**config.mk**
```make
export PLATFORM = sky130hd
export DESIGN_NAME = sensor_alarm_monitor
export DESIGN_NICKNAME = d
export VERILOG_FILES = /design/src/rtl/sensor_alarm_monitor.sv
export SDC_FILE = /design/constraint.sdc
export NUM_CORES = 1
export LEC_CHECK = 0
export ABC_AREA = 1
export BUFFER_PORTS_ARGS = -buffer_cell sky130_fd_sc_hd__buf_2
export CORE_MARGIN = 2
export CORE_UTILIZATION = 53
export CTS_BUF_LIST = sky130_fd_sc_hd__clkbuf_8
export CTS_CLUSTER_DIAMETER = 60
export DETAILED_ROUTE_END_ITERATION = 10
export GPL_TIMING_DRIVEN = 1
export PLACE_DENSITY_LB_ADDON = 0.3
export SLEW_MARGIN = 5
export SYNTH_ARGS = -nofsm -noshare
export SYNTH_HDL_FRONTEND = slang
export SYNTH_SLANG_ARGS = --single-unit
```
**constraint.sdc**
```tcl
create_clock -name clk -period 1.3 [get_ports clk]
set_input_delay 0.195 -clock clk [delete_from_list [all_inputs] [get_ports clk]]
set_output_delay 0.195 -clock clk [all_outputs]
set_load 0.005 [all_outputs]
```
**src/rtl/sensor_alarm_monitor.sv**
```systemverilog
// Sensor alarm monitor: samples the sensor bus, decodes an error, debounces it, and latches an alarm until software clears it.
// Latency: alarm rises DEBOUNCE edges after the sampling edge, or DEBOUNCE+1 edges when SENSOR_SYNC_EN is defined.
// Backpressure: none. clear is level-sampled and acts only in ALARM while the error is gone.
//
// Ports:
//   clk          in   rising-edge clock
//   n_rst        in   asynchronous active-low reset
//   sensors      in   [3:0] raw sensor bus
//   clear        in   alarm acknowledge
//   error_now    out  decoded error from the sampled sensors
//   alarm        out  latched, debounced alarm
//   alarm_pulse  out  one-cycle strobe on each entry to ALARM
//   err_count    out  [CNT_W-1:0] saturating count of ALARM entries
//   state        out  [1:0] 00 OK, 01 PEND, 10 ALARM
//
// Build option: define SENSOR_SYNC_EN to insert a 2-flop synchronizer ahead of the decode.

module sensor_alarm_monitor #(
  parameter int DEBOUNCE = 4,
  parameter int CNT_W    = 8
) (
  input  logic             clk,
  input  logic             n_rst,
  input  logic [3:0]       sensors,
  input  logic             clear,
  output logic             error_now,
  output logic             alarm,
  output logic             alarm_pulse,
  output logic [CNT_W-1:0] err_count,
  output logic [1:0]       state
);

  localparam int DW = $clog2(DEBOUNCE + 1);
  localparam logic [DW-1:0] DEB_LAST = DW'(DEBOUNCE - 1);

  typedef enum logic [1:0] {
    ST_OK    = 2'b00,
    ST_PEND  = 2'b01,
    ST_ALARM = 2'b10
  } state_t;

  logic [3:0]       r_s_q;
  state_t           r_state;
  state_t           w_state_nxt;
  logic [DW-1:0]    r_deb_cnt;
  logic [DW-1:0]    w_deb_nxt;
  logic             r_alarm;
  logic             r_pulse;
  logic [CNT_W-1:0] r_cnt;
  logic             w_err;
  logic             w_enter;

  // Sensor sampling
`ifdef SENSOR_SYNC_EN
  logic [3:0] r_s_meta;

  always_ff @(posedge clk or negedge n_rst) begin
    if (!n_rst) begin
      r_s_meta <= 4'b0000;
      r_s_q    <= 4'b0000;
    end else begin
      r_s_meta <= sensors;
      r_s_q    <= r_s_meta;
    end
  end
`else
  always_ff @(posedge clk or negedge n_rst) begin
    if (!n_rst) begin
      r_s_q <= 4'b0000;
    end else begin
      r_s_q <= sensors;
    end
  end
`endif

  assign w_err = r_s_q[0] | (r_s_q[1] & (r_s_q[2] | r_s_q[3]));

  // Next-state and debounce counter
  always_comb begin
    w_state_nxt = r_state;
    w_deb_nxt   = r_deb_cnt;
    case (r_state)
      ST_OK: begin
        if (w_err) begin
          if (DEBOUNCE == 1) begin
            w_state_nxt = ST_ALARM;
            w_deb_nxt   = '0;
          end else begin
            w_state_nxt = ST_PEND;
            w_deb_nxt   = DW'(1);
          end
        end
      end
      ST_PEND: begin
        if (!w_err) begin
          // Any gap in the error restarts the debounce from scratch.
          w_state_nxt = ST_OK;
          w_deb_nxt   = '0;
        end else if (r_deb_cnt == DEB_LAST) begin
          w_state_nxt = ST_ALARM;
          w_deb_nxt   = '0;
        end else begin
          w_deb_nxt = r_deb_cnt + DW'(1);
        end
      end
      ST_ALARM: begin
        // An acknowledge while the error is still present is ignored.
        if (clear && !w_err) begin
          w_state_nxt = ST_OK;
        end
      end
      default: begin
        w_state_nxt = ST_OK;
        w_deb_nxt   = '0;
      end
    endcase
  end

  assign w_enter = (w_state_nxt == ST_ALARM) && (r_state != ST_ALARM);

  // State, alarm flags and event counter
  always_ff @(posedge clk or negedge n_rst) begin
    if (!n_rst) begin
      r_state   <= ST_OK;
      r_deb_cnt <= '0;
      r_alarm   <= 1'b0;
      r_pulse   <= 1'b0;
      r_cnt     <= '0;
    end else begin
      r_state   <= w_state_nxt;
      r_deb_cnt <= w_deb_nxt;
      r_alarm   <= (w_state_nxt == ST_ALARM);
      r_pulse   <= w_enter;
      // Saturate at all-ones rather than wrapping.
      if (w_enter && (r_cnt != {CNT_W{1'b1}})) begin
        r_cnt <= r_cnt + CNT_W'(1);
      end
    end
  end

  assign error_now   = w_err;
  assign alarm       = r_alarm;
  assign alarm_pulse = r_pulse;
  assign err_count   = r_cnt;
  assign state       = r_state;

endmodule

```
* Word level (Yosys, flattened, before mapping) *
Cells that the tools add are included.

word-level totals
  flip-flop bits (word level) = 19
  bits in latches = 0
  bits in writable memories = 0
  ROM bits = 0
  input port bits = 7
  word-level logic and storage cells = 34
  memories kept = 0

cells by class
  add/sub/neg operators = 2
  multipliers = 0
  divide/modulo/power cells = 0
  magnitude comparators = 0
  equality and inequality tests = 7
  shift operators = 0
  mux-type cells = 9
  bitwise operators = 4
  reductions and logical operators = 6

operators with widths
  cell                                                 count
  2-to-1 mux 3 bit                                     3
  one-hot mux 3 bit (3 select lines)                   1
  adder 8 x 1 -> 8 bit, second input constant          1
  2-to-1 mux 2 bit                                     4
  inequality test 8 bit, second input constant         1
  one-hot mux 2 bit (3 select lines)                   1
  equality test 2 bit, second input constant           2
  inequality test 2 bit, second input constant         2
  adder 3 x 1 -> 3 bit, second input constant          1
  equality test 3 x 2 -> 1 bit, second input constant  1
  logical AND 1 bit                                    3
  equality test 2 x 1 -> 1 bit, second input constant  1
  zero test 2 bit                                      1
  bitwise OR 1 bit                                     2
  AND reduction 2 bit                                  1
  AND 1 bit                                            1
  zero test 1 bit                                      1
  NOT 1 bit                                            1

* Depth between registers and ports, before layout *
Gate-level depths: netlist of the first run.

  depth after elaboration = 10
  depth in mapped cells = 8

* Least setup slack after synthesis of the first run *
OpenSTA, ideal clock, no wires.

  path kind = reg2reg
  from = reg r_cnt[0], in the netlist err_count[0]
  to = reg r_cnt[3], in the netlist err_count[3]
  library setup time = 65 ps
  arrival time = 1136 ps
  setup slack = 99 ps
  cell stages (with the launch flop) = 9
  path buffers = 0
  clock period less this slack = 1201 ps
  cells stage by stage = dfrtp_1 -> ha_1 -> inv_1 -> nor2_4 -> nand2_4 -> inv_2 -> nor2_4 -> nand2_1 -> nand2_1

between the ends
  cells in the longest elaborated chain, start to end = 2
  elaborated cells on any way between the ends = 3
  those cells by class = add/sub: 1; eq/ne: 1; reduce/logical: 1

ends and longest elaborated chain
  item                                                          line  RTL
  start, declared                                               49    logic [CNT_W-1:0] r_cnt;
  start signal, assigned                                        136   r_cnt <= r_cnt + CNT_W'(1);
  branches (longest 2 deep; another with adder 8 x 1 -> 8 bit)  -

Several ways; the timed one is not identified.
A chain may end at the register's enable or synchronous reset.

* Worst setup path after layout of the first run *
  from = reg r_deb_cnt[0]
  to = reg r_cnt[7], in the netlist err_count[7]

between the ends
  cells in the longest elaborated chain, start to end = 7

ends and longest elaborated chain
  item                                line  RTL
  start, declared                     45    logic [DW-1:0] r_deb_cnt;
  start signal, assigned              131   r_deb_cnt <= w_deb_nxt;
  equality test 3 x 2 -> 1 bit        99    end else if (r_deb_cnt == DEB_LAST) begin
  2-to-1 mux 2 bit                    99
  2-to-1 mux 2 bit                    95    if (!w_err) begin
  one-hot mux 2 bit (3 select lines)  82    case (r_state)
  equality test 2 bit                 119   assign w_enter = (w_state_nxt == ST_ALARM) && (r_state != ST_ALARM);
  logical AND 1 bit                   119
  logical AND 1 bit                   135   if (w_enter && (r_cnt != {CNT_W{1'b1}})) begin

Every way passes these cells.

==> summary.md, run 1 <==
| Metric | Value |
|---|---|
| Outcome | `finished, violations left` |
| Violated checks | `negative setup slack` |
| Final HPWL DP | `1237 um` |
| Clock Tree Buf Depth | `2` |
| Arrival time at the worst endpoint | `1.49 ns` |
| Number of port buffers | `19` |
| Crit share post-route | `1.003` |
| Drt initial violations | `8` |
| Antenna Violating Nets Remaining | `0` |
| Global route total overflow | `0` |
| Per-cell routed wire length | `10.25 um` |
| Leakage | `0.6582 nW` |
| FFs w/ async S/R, synth | `1.000` |
| Avg Cell Area, Syn | `8.805 um2` |
| Initial antenna violation count | `0` |
| CP Max Fanout | `8` |
| Hold Violations, Final | `0` |
| Fillers | `143` |
| DRC Markers | `0` |
| Storage element area | `475.5 um2` |
| CTS tree | `built` |
| Dominant synthesized flop cell | `dfrtp_1` |
| Final Net Count | `144` |
| Data required time of the critical path | `1.49 ns` |
| Setup WS pre-CTS | `-0.01125 ns` |
| Crit-path slowest cell | `dfrtp_1` |
| Clock insertion delay at the later pin of the skew report | `0.25 ns` |
| Number of CTS-inserted buffers | `3` |
| Pwr dens | `1460 nW/um2` |
| Final Skew | `0.001498 ns` |
| Post-synth EDFFs | `0` |
| Startpoint types | `register` |
| #FFs+latches synth | `19` |
| Most common cell in the synthesized netlist | `nand2_1` |
| Final cell count without fillers | `159` |
| Total Wirelength | `1629 um` |
| Final Cell Area | `about 1200 um2` |
| Fin worst setup slack | `-0.004069 ns` |
| Yosys top cell area share | `0.5046` |
| H-tree lvl count | `1` |
| Clock period minus worst slack | `1.304 ns` |
| Syn Nets | `about 120` |
| Share of cells above drive strength 1 | `0.3284` |
| CP Class | `register to register` |
| Seq/Total Area, Yosys | `0.5046` |
| Die Ht | `around 46 um` |
| Synth area leaders | `dfrtp_1 50%, nand2_1 16%, inv_1 3.6%, nor2_4 3.6%, nand3_1 3.2%` |
| Initial core utilization | `0.5516` |
| MaxCap Viol Count | `0` |
| Leading area contributor after synthesis | `dfrtp_1` |
| Area post-placement | `1084 um2` |
| DRT Pass-1 Iters | `4` |
| Slew Limit Fails | `0` |
| Number of global-route vias before repair | `~620` |
| Multi-input gate area | `427.9 um2` |
| Crit path cell chain | `ha_4 -> nand2_4 -> nor2_4 -> nand3_4 -> nor2_4 -> nand2_1 -> nand2_1` |
| # IOs | `20` |
| Area of the core | `1708 um2` |
| GP Congestion | `slightly above 0.8` |
| Site row count | `15` |
| Total GRT Usage | `0.1723` |
| Die area | `2131 um2` |
| Placed instance count | `between 150 and 200` |
| Vias | `751` |
| Clock sink total | `19` |
| Cells after synthesis | `roughly 110` |
| Clk slew on worst S/H paths | `0.07 ns` |
| Yosys cell types | `19` |
| Peak VDD IR | `around 0.00086 V` |
| Max Clk Rate | `between 0.7 and 0.8 GHz` |
| Total power | `1.705 mW` |
| Via density | `4.723` |
| Syn-to-layout area delta | `23.90%` |
| Post-synth top cells | `40 x nand2_1, 19 x dfrtp_1, 9 x inv_1` |
| Slew @ Worst Pin | `0.4043 ns` |
| Ant diodes | `0` |
| RSZ-0062 raised after global routing | `yes` |
| Largest net degree at the start of global routing | `20` |
| Rel. slew slack | `0.7305` |
| Setup crit end kind | `register` |
| Max stage delay on crit path | `0.42 ns` |
| Finish-stage setup viols | `1` |
| Root buf cell | `clkbuf_8` |
| Synth Warn # | `0` |
| First-pass GRT wire length | `roughly 2600 um` |
| Die X | `46.16 um` |
| Mapped Area | `942.2 um2` |
| Worst Hold Class | `primary input to register` |
==> metrics by stage <==
stage          utilization  setup TNS [ns]  hold slack (ns)
2_1_floorplan            -               0          -0.1006
4_1_cts             0.6813               0          0.04536
5_1_grt             0.6835         -0.6068          0.04410
3_3_place_gp        0.6344               0           0.1416
3_5_place_dp        0.6344        -0.04681           0.1491
6_report            0.6835       -0.004069          0.04917
==> where the power goes <==
group	leakage, nW	switching (mW)	internal [mW]
clock network	0.0269	0.176	0.209
registers	0.246	0.102	0.697
logic	0.385	0.281	0.239
total	0.658	0.559	1.15
==> worst paths after layout <==
check	start	end	slack, ns	cells after the start
max	r_deb_cnt[0]	err_count[7]	-0.004	7
min	sensors[3]	r_s_q[3]	0.05	1
max reg2reg	r_deb_cnt[0]	err_count[7]	-0.004	7
min reg2reg	r_deb_cnt[2]	r_deb_cnt[2]	0.53	2
max in group asynchronous	n_rst	r_deb_cnt[0]	0.60	2
min in group asynchronous	n_rst	r_s_q[3]	0.41	2
==> flip-flops by register name, summed over array words and instances (netlist names) <==
| signal | count |
|---|---|
| state | 2 |
| alarm_pulse | 1 |
| alarm | 1 |
| r_deb_cnt | 3 |
| err_count | 8 |
| r_s_q | 4 |
==> area by class of cell <==
type / count / share of cell area
flip-flops and latches: 19 / 0.4073
multi-input cells: 73 / 0.3666
repair buffers: 24 / 0.1158
inverters: 14 / 0.04502
clock buffers: 3 / 0.03537
well taps: 25 / 0.02680
clock inverters: 1 / 0.003215
==> worst max-delay path, delay by kind of cell, from the launching register on <==
kind,cells,cell delay (ns)
fa+ha+maj,1,0.17
simple gates,6,0.65
flops,1,0.42
==> cells in the final DEF (no fill, tap or decap), drive strengths merged <==
| master | count |
|---|---|
| nand3b | 1 |
| o21ai | 1 |
| nand2 | 44 |
| nand3 | 7 |
| nor2 | 7 |
| buf | 23 |
| ha | 2 |
| xor2 | 3 |
| dlygate4sd3 | 1 |
| clkbuf | 3 |
| a21oi | 3 |
| dfrtp | 19 |
| nand4 | 5 |
| inv | 15 |
==> per-layer routing <==
metal	global-route usage	up-vias	routed length, um
met5	0	-	0
met4	0.06857	0	26
met3	0.02745	4	72
met2	0.3111	22	807
met1	0.1995	335	722
li1	-	390	-
==> cell families after synthesis <==
family,share of synthesized area
XOR/XNOR,0.02789
AND/OR/NAND/NOR,0.3559
flip-flops,0.5047
AO/OA/AOI/OAI,0.02124
adder cells (fa/ha/maj),0.02656
buffers and inverters,0.06375
==> what timing repair did <==
item / in CTS / in global routing
gates cloned: 0 / 0
pin swaps: 1 / 3
endpoints found under the setup margin: 9 / 9
resized for setup: 3 / 1
hold buffers: 1 / 0
hold endpoints to repair: 19 / 0
setup buffers: 1 / 0
(Power assumes the default switching activity.)
==> run 2, diff against run 1 <==
Settings changed: CORE_UTILIZATION 53 to 55.
==> run 2 against run 1 <==
- the run still ends with negative setup slack left
- clock power increased by 4%
- power grew 5.1%
- critical endpoint is now err_count[2]
- combinational power up 16%
- register-to-register slack barely moved
- worst hold slack worse by 0.0053 ns
- critical path type unchanged
- non-clock buffer count is 4 higher
- via count up 5.9%
- critical path depth unchanged
- utilization is 8.1 points higher
==> summary.md, run 2 (synthesized netlist as in run 1, its figures left out) <==
| Metric | Value |
|---|---|
| # IOs | `20 (unchanged)` |
| Clock insertion delay at the later pin of the skew report | `0.25 ns (about the same)` |
| Worst Hold Launch | `sensors[3] (unchanged)` |
| Most frequent cells in the layout | `39 x nand2_1, 19 x dfrtp_1, 19 x buf_2, 8 x inv_1, 8 x buf_4 (was 40 x nand2_1, 19 x dfrtp_1, 19 x buf_2, 10 x inv_1, 6 x nand3_1)` |
| Initial core utilization | `0.6043 (was 0.5516)` |
| Total power | `1.791 mW (was 1.705 mW)` |
| Clock sink total | `19 (unchanged)` |
| Comb power frac | `0.335 (was 0.305)` |
| Syn-to-layout area delta | `26.56% (was 23.90%)` |
| Sw Share | `0.3365 (was 0.3280)` |
| Placed instance count | `143 (was 153)` |
| Arrival time at the worst endpoint | `1.50 ns (was 1.49 ns)` |
| Global route total overflow | `0 (unchanged)` |
| Clk slew on worst S/H paths | `0.07 ns (about the same)` |
| Root buf cell | `clkbuf_8 (unchanged)` |
| FF-to-FF setup slack | `-0.01 ns (was -0.004 ns)` |
| Worst Hold Class | `primary input to register (unchanged)` |
| Finish-stage setup viols | `3 (was 1)` |
| Die X | `45.39 um (was 46.16 um)` |
| Worst R2R Start | `r_deb_cnt[0] (unchanged)` |
| Crit share post-route | `1.009 (was 1.003)` |
| Fin worst setup slack | `-0.01106 ns (was -0.004069 ns)` |
| DRC Markers | `0 (unchanged)` |
| Hold Crit Depth | `1 (unchanged)` |
| Drt initial violations | `34 (was 8)` |
| Total GRT Usage | `0.2219 (was 0.1723)` |
| Die area | `2060 um2 (was 2131 um2)` |
| H-tree lvl count | `1 (unchanged)` |
| Number of CTS-inserted buffers | `3 (unchanged)` |
| Reg-to-Reg End | `err_count[2] (was err_count[7])` |
| Vias | `795 (was 751)` |
| Violated checks | `negative setup slack (unchanged)` |
| Share of cells above drive strength 1 | `0.3768 (was 0.3284)` |
| Hold EP | `r_s_q[3] (unchanged)` |
| Initial antenna violation count | `0 (unchanged)` |
| Hold Violations, Final | `0 (unchanged)` |
| Site row count | `14 (was 15)` |
| Startpoint types | `register (unchanged)` |
| CTS tree | `built (unchanged)` |
| Final Skew | `0.004415 ns (was 0.001498 ns)` |
| CP Class | `register to register (unchanged)` |
| Final HPWL DP | `1272 um (was 1237 um)` |
| Commonest non-fill, non-tap cell in the layout | `nand2_1 (unchanged)` |
| Slew @ Worst Pin | `0.4118 ns (was 0.4043 ns)` |
| Via density | `5.162 (was 4.723)` |
| Leakage | `0.6750 nW (was 0.6582 nW)` |
| Crit-path slowest cell | `dfrtp_1 (unchanged)` |
| Die Ht | `45.39 um (was 46.16 um)` |
| Net Sw Power | `0.6026 mW (was 0.5591 mW)` |
| Final Net Count | `148 (was 144)` |
| Slew Limit Fails | `0 (unchanged)` |
| RSZ-0062 raised after global routing | `yes (unchanged)` |
| Area of the core | `1559 um2 (was 1708 um2)` |
| Max Clk Rate | `0.7627 GHz (was 0.7668 GHz)` |
| Peak VDD IR | `0.001164 V (was 0.0008646 V)` |
| Data required time of the critical path | `1.49 ns (about the same)` |
| Max reg flops | `8 (unchanged)` |
| MaxCap Viol Count | `0 (unchanged)` |
| Ant diodes | `0 (unchanged)` |
| Max stage delay on crit path | `0.41 ns (was 0.42 ns)` |
| Largest net degree at the start of global routing | `20 (unchanged)` |
| Number of global-route vias before repair | `727 (was 621)` |
| Setup crit end kind | `register (unchanged)` |
| Worst setup path startpoint | `r_deb_cnt[0] (unchanged)` |
| Cell count of the worst reg-to-reg path | `7 (unchanged)` |
| DRT Pass-1 Iters | `4 (unchanged)` |
| Crit path cell chain | `ha_4 -> nand2_4 -> nor2_4 -> nand3_4 -> nor2_4 -> nand2_1 -> nand2_1 (unchanged)` |
| First-pass GRT wire length | `3215 um (was 2615 um)` |
| Number of port buffers | `19 (unchanged)` |
| Clock network fraction of total power | `0.224 (was 0.226)` |
| GP Congestion | `0.7755 (was 0.8140)` |
| Antenna Violating Nets Remaining | `0 (unchanged)` |
| Clock period minus worst slack | `1.311 ns (was 1.304 ns)` |
| Reg power frac | `0.440 (was 0.469)` |
| CP Max Fanout | `8 (unchanged)` |
| Power Internal | `1.188 mW (was 1.145 mW)` |
| Final cell count without fillers | `154 (was 159)` |
| Per-cell routed wire length | `12.77 um (was 10.25 um)` |
| Rel. slew slack | `0.7255 (was 0.7305)` |
| Setup WS pre-CTS | `0.001540 ns (was -0.01125 ns)` |
| Total Wirelength | `1966 um (was 1629 um)` |
| Outcome | `finished, violations left (unchanged)` |
| Clock Tree Buf Depth | `2 (unchanged)` |
| Pwr dens | `1502 nW/um2 (was 1460 nW/um2)` |
## run 2: cell count changes in the layout (fill, tap and decap cells not counted), sizes merged
| cell | before | now |
|---|---|---|
| buf | 23 | 27 |
| clkinv | 0 | 1 |
| inv | 15 | 14 |
## run 2: how the worst max path moves through the flow
stage / to / slack (ns) / cells after the start
after floorplan: err_count[3] / 0.1 / 8
after global placement: err_count[2] / 0.05 / 8
after detailed placement: err_count[2] / 0.002 / 7
after CTS: err_count[2] / 0.01 / 7
after global routing: err_count[2] / -0.08 / 7
final: err_count[2] / -0.01 / 7
## run 2: metal layers
metal,wire (um),track usage
met3,125,0.03571
met2,1015,0.3606
met1,815,0.2946
met5,0,0
met4,9,0.08824
## run 2: metrics by stage
stage	cell area, um2	utilization	setup TNS (ns)	hold slack (ns)
2_1_floorplan	942.2	-	0	-0.1006
3_3_place_gp	1065	0.6830	0	0.1481
3_5_place_dp	1065	0.6830	0	0.1519
4_1_cts	1161	0.7448	0	0.03894
5_1_grt	1192	0.7648	-0.5594	0.03340
6_report	1192	0.7648	-0.02274	0.04388
## run 2: worst max-delay path, delay by kind of cell (launching register included)
kind / cells / cell delay (ns)
DFF: 1 / 0.41
adders and majority gates: 1 / 0.17
and+or+nand+nor: 6 / 0.66
## run 2: cell type report
cell class                      count  area, um2
Inverter                           14      52.55
Timing Repair Buffer               28      165.2
Clock inverter                      1      5.005
Clock buffer                        3      41.29
Fill cell                         115      366.6
Multi-Input combinational cell     73      432.9
Tap cell                           16      20.02
Sequential cell                    19      475.5
## run 2: power groups by stage
stage | combinational, mW | clock (mW) | sequential, mW
4_1_cts | 0.551 | 0.415 | 0.782
6_report | 0.601 | 0.402 | 0.788
2_1_floorplan | 0.302 | 0 | 0.790
3_3_place_gp | 0.451 | 0 | 0.787
3_5_place_dp | 0.467 | 0 | 0.791
5_1_grt | 0.682 | 0.434 | 0.803
## run 2: what timing repair did
action                                  in CTS  in global routing
resized for setup                            4                  3
hold buffers                                 1                  0
pin swaps                                    2                  8
buffers inserted                             3                  3
endpoints found under the hold margin       19                  0
endpoints found under the setup margin       9                 10
==> run 3, diff against run 2 <==
Settings changed: CORE_ASPECT_RATIO set to 0.7, CORE_UTILIZATION 55 to 50.
Clock period 1.3 ns to 1.2 ns, I/O delays scaled along.
==> run 3 against run 2 <==
- the run still ends with negative setup slack left
- clock power is 8.0% higher
- routed wire length up 1.9%
- via count rose by 3.0%
- die area up 9.4%
- first-iteration DRC count is 35% lower
- count of clock-buffer cells in the layout is the same
- power up 13%
- non-clock buffer count increased by 6
- sequential share of layout area shrank 1.7 points
- flip-flop and latch count stayed put
- largest cell class unchanged
==> summary.md, run 3 (synthesized netlist as in run 1, its figures left out) <==
| Metric | Value |
|---|---|
| Outcome | `finished, violations left (unchanged)` |
| Violated checks | `negative setup slack (unchanged)` |
| Final Net Count | `154 (was 148)` |
| Via density | `4.934 (was 5.162)` |
| Number of CTS-inserted buffers | `3 (unchanged)` |
| Crit path max-delay family | `simple AND/OR/NAND/NOR gates (unchanged)` |
| Slew @ Worst Pin | `0.4159 ns (was 0.4118 ns)` |
| Syn-to-layout area delta | `32.27% (was 26.56%)` |
| CP Class | `register to register (unchanged)` |
| Hold EP | `r_s_q[3] (unchanged)` |
| Pwr dens | `1625 nW/um2 (was 1502 nW/um2)` |
| Hold Violations, Final | `0 (unchanged)` |
| FF-to-FF setup slack | `-0.08 ns (was -0.01 ns)` |
| Initial antenna violation count | `0 (unchanged)` |
| Number of port buffers | `19 (unchanged)` |
| Leakage | `0.7068 nW (was 0.6750 nW)` |
| Reg-to-Reg End | `err_count[6] (was err_count[2])` |
| Initial core utilization | `0.5172 (was 0.6043)` |
| Max Clk Rate | `0.7809 GHz (was 0.7627 GHz)` |
| Largest net degree at the start of global routing | `20 (unchanged)` |
| DRC Markers | `0 (unchanged)` |
| Data required time of the critical path | `1.40 ns (was 1.49 ns)` |
| Total power | `2.025 mW (was 1.791 mW)` |
| Startpoint types | `register (unchanged)` |
| Share of cells above drive strength 1 | `0.4167 (was 0.3768)` |
| GP Congestion | `0.8530 (was 0.7755)` |
| Ant diodes | `0 (unchanged)` |
| Clk slew on worst S/H paths | `0.07 ns (about the same)` |
| CP Max Fanout | `8 (unchanged)` |
| Max stage delay on crit path | `0.36 ns (was 0.41 ns)` |
| Clock sink total | `19 (unchanged)` |
| Cell count of the worst reg-to-reg path | `7 (unchanged)` |
| Most frequent cells in the layout | `38 x nand2_1, 19 x dfrtp_1, 19 x buf_2, 14 x buf_4, 9 x inv_1 (was 39 x nand2_1, 19 x dfrtp_1, 19 x buf_2, 8 x inv_1, 8 x buf_4)` |
| Antenna Violating Nets Remaining | `0 (unchanged)` |
| Hold WS | `0.02760 ns (was 0.04388 ns)` |
| Fin worst setup slack | `-0.08065 ns (was -0.01106 ns)` |
| Worst R2R Start | `r_deb_cnt[1] (was r_deb_cnt[0])` |
| First-pass GRT wire length | `3194 um (was 3215 um)` |
| Crit path cell chain | `ha_2 -> nand2_2 -> nor2_4 -> nand3_4 -> nor2_4 -> nand2_1 -> nand2_1 (was ha_4 -> nand2_4 -> nor2_4 -> nand3_4 -> nor2_4 -> nand2_1 -> nand2_1)` |
| Clock period minus worst slack | `1.281 ns (was 1.311 ns)` |
| CTS tree | `built (unchanged)` |
| Die area | `2253 um2 (was 2060 um2)` |
| Arrival time at the worst endpoint | `1.48 ns (was 1.50 ns)` |
| Final HPWL DP | `1453 um (was 1272 um)` |
| MaxCap Viol Count | `0 (unchanged)` |
| Die X | `55.89 um (was 45.39 um)` |
| Setup WS pre-CTS | `-0.1039 ns (was 0.001540 ns)` |
| H-tree lvl count | `1 (unchanged)` |
| Rel. slew slack | `0.7227 (was 0.7255)` |
| Finish-stage setup viols | `11 (was 3)` |
| Site row count | `13 (was 14)` |
| Crit-path slowest cell | `dfrtp_1 (unchanged)` |
| Global route total overflow | `0 (unchanged)` |
| Final Skew | `0.005779 ns (was 0.004415 ns)` |
| Vias | `819 (was 795)` |
| Drt initial violations | `22 (was 34)` |
| Crit share post-route | `1.067 (was 1.009)` |
| Clock Tree Buf Depth | `2 (unchanged)` |
| Max reg flops | `8 (unchanged)` |
| Worst Hold Launch | `sensors[3] (unchanged)` |
| Setup crit end kind | `register (unchanged)` |
| Total GRT Usage | `0.2007 (was 0.2219)` |
| Per-cell routed wire length | `12.07 um (was 12.77 um)` |
| Total Wirelength | `2004 um (was 1966 um)` |
| DRT Pass-1 Iters | `4 (unchanged)` |
| Peak VDD IR | `0.001043 V (was 0.001164 V)` |
| CP Buf/Inv Count | `0 (unchanged)` |
| Commonest non-fill, non-tap cell in the layout | `nand2_1 (unchanged)` |
| Number of global-route vias before repair | `713 (was 727)` |
| Clock insertion delay at the later pin of the skew report | `0.26 ns (was 0.25 ns)` |
| Die Ht | `40.32 um (was 45.39 um)` |
| Worst Hold Class | `primary input to register (unchanged)` |
| Root buf cell | `clkbuf_8 (unchanged)` |
| Area of the core | `1822 um2 (was 1559 um2)` |
| RSZ-0062 raised after global routing | `yes (unchanged)` |
| # IOs | `20 (unchanged)` |
| Hold Crit Depth | `1 (unchanged)` |
| Slew Limit Fails | `0 (unchanged)` |
==> run 3: stage by stage <==
step                utilization  TNS (ns)  instances  instance area, um2
floorplan                     -         0        107               944.7
global placement         0.6188   -0.1184        156                1127
detailed placement       0.6188   -0.7238        156                1127
CTS                      0.6669   -0.4474        165                1215
global route             0.6841    -1.645        166                1246
finish                   0.6841   -0.7250        166                1246
==> run 3: timing repair <==
action | CTS | global route
buffers inserted | 4 | 1
hold endpoints to repair | 19 | 0
hold buffers | 1 | 0
gates resized for setup | 1 | 7
pin swaps | 4 | 6
endpoints found under the setup margin | 9 | 14
gates cloned | 0 | 0
==> run 3: worst max path at each step <==
stage                             from            to  slack, ns  cells past startpoint
final                     r_deb_cnt[1]  err_count[6]      -0.08                      7
after global routing      r_deb_cnt[1]  err_count[0]      -0.17                      7
after floorplan           r_deb_cnt[0]  err_count[3]       0.02                      7
after global placement    r_deb_cnt[1]  err_count[0]      -0.03                      7
after CTS                 r_deb_cnt[1]  err_count[6]      -0.07                      7
after detailed placement  r_deb_cnt[1]  err_count[6]      -0.10                      7
==> run 3: metal layers <==
metal,up-vias,part of all wire,track usage
met5,-,0,0
met4,0,0.014,0.07143
met3,6,0.064,0.06129
li1,409,-,-
met1,378,0.45,0.2325
met2,26,0.47,0.3720
==> run 3: final cells by class <==
type / count / area [um2]
Clock inverter: 1 / 3.754
Fill cell: 158 / 575.6
Clock buffer: 3 / 41.29
Inverter: 14 / 52.55
Timing Repair Buffer: 34 / 210.2
Tap cell: 22 / 27.53
Sequential cell: 19 / 475.5
Multi-Input combinational cell: 73 / 435.4
==> run 3: report_power, final <==
part           internal (mW)  total, mW  switching [mW]
logic                  0.357      0.760           0.403
registers              0.755      0.831          0.0763
clock network          0.228      0.434           0.206
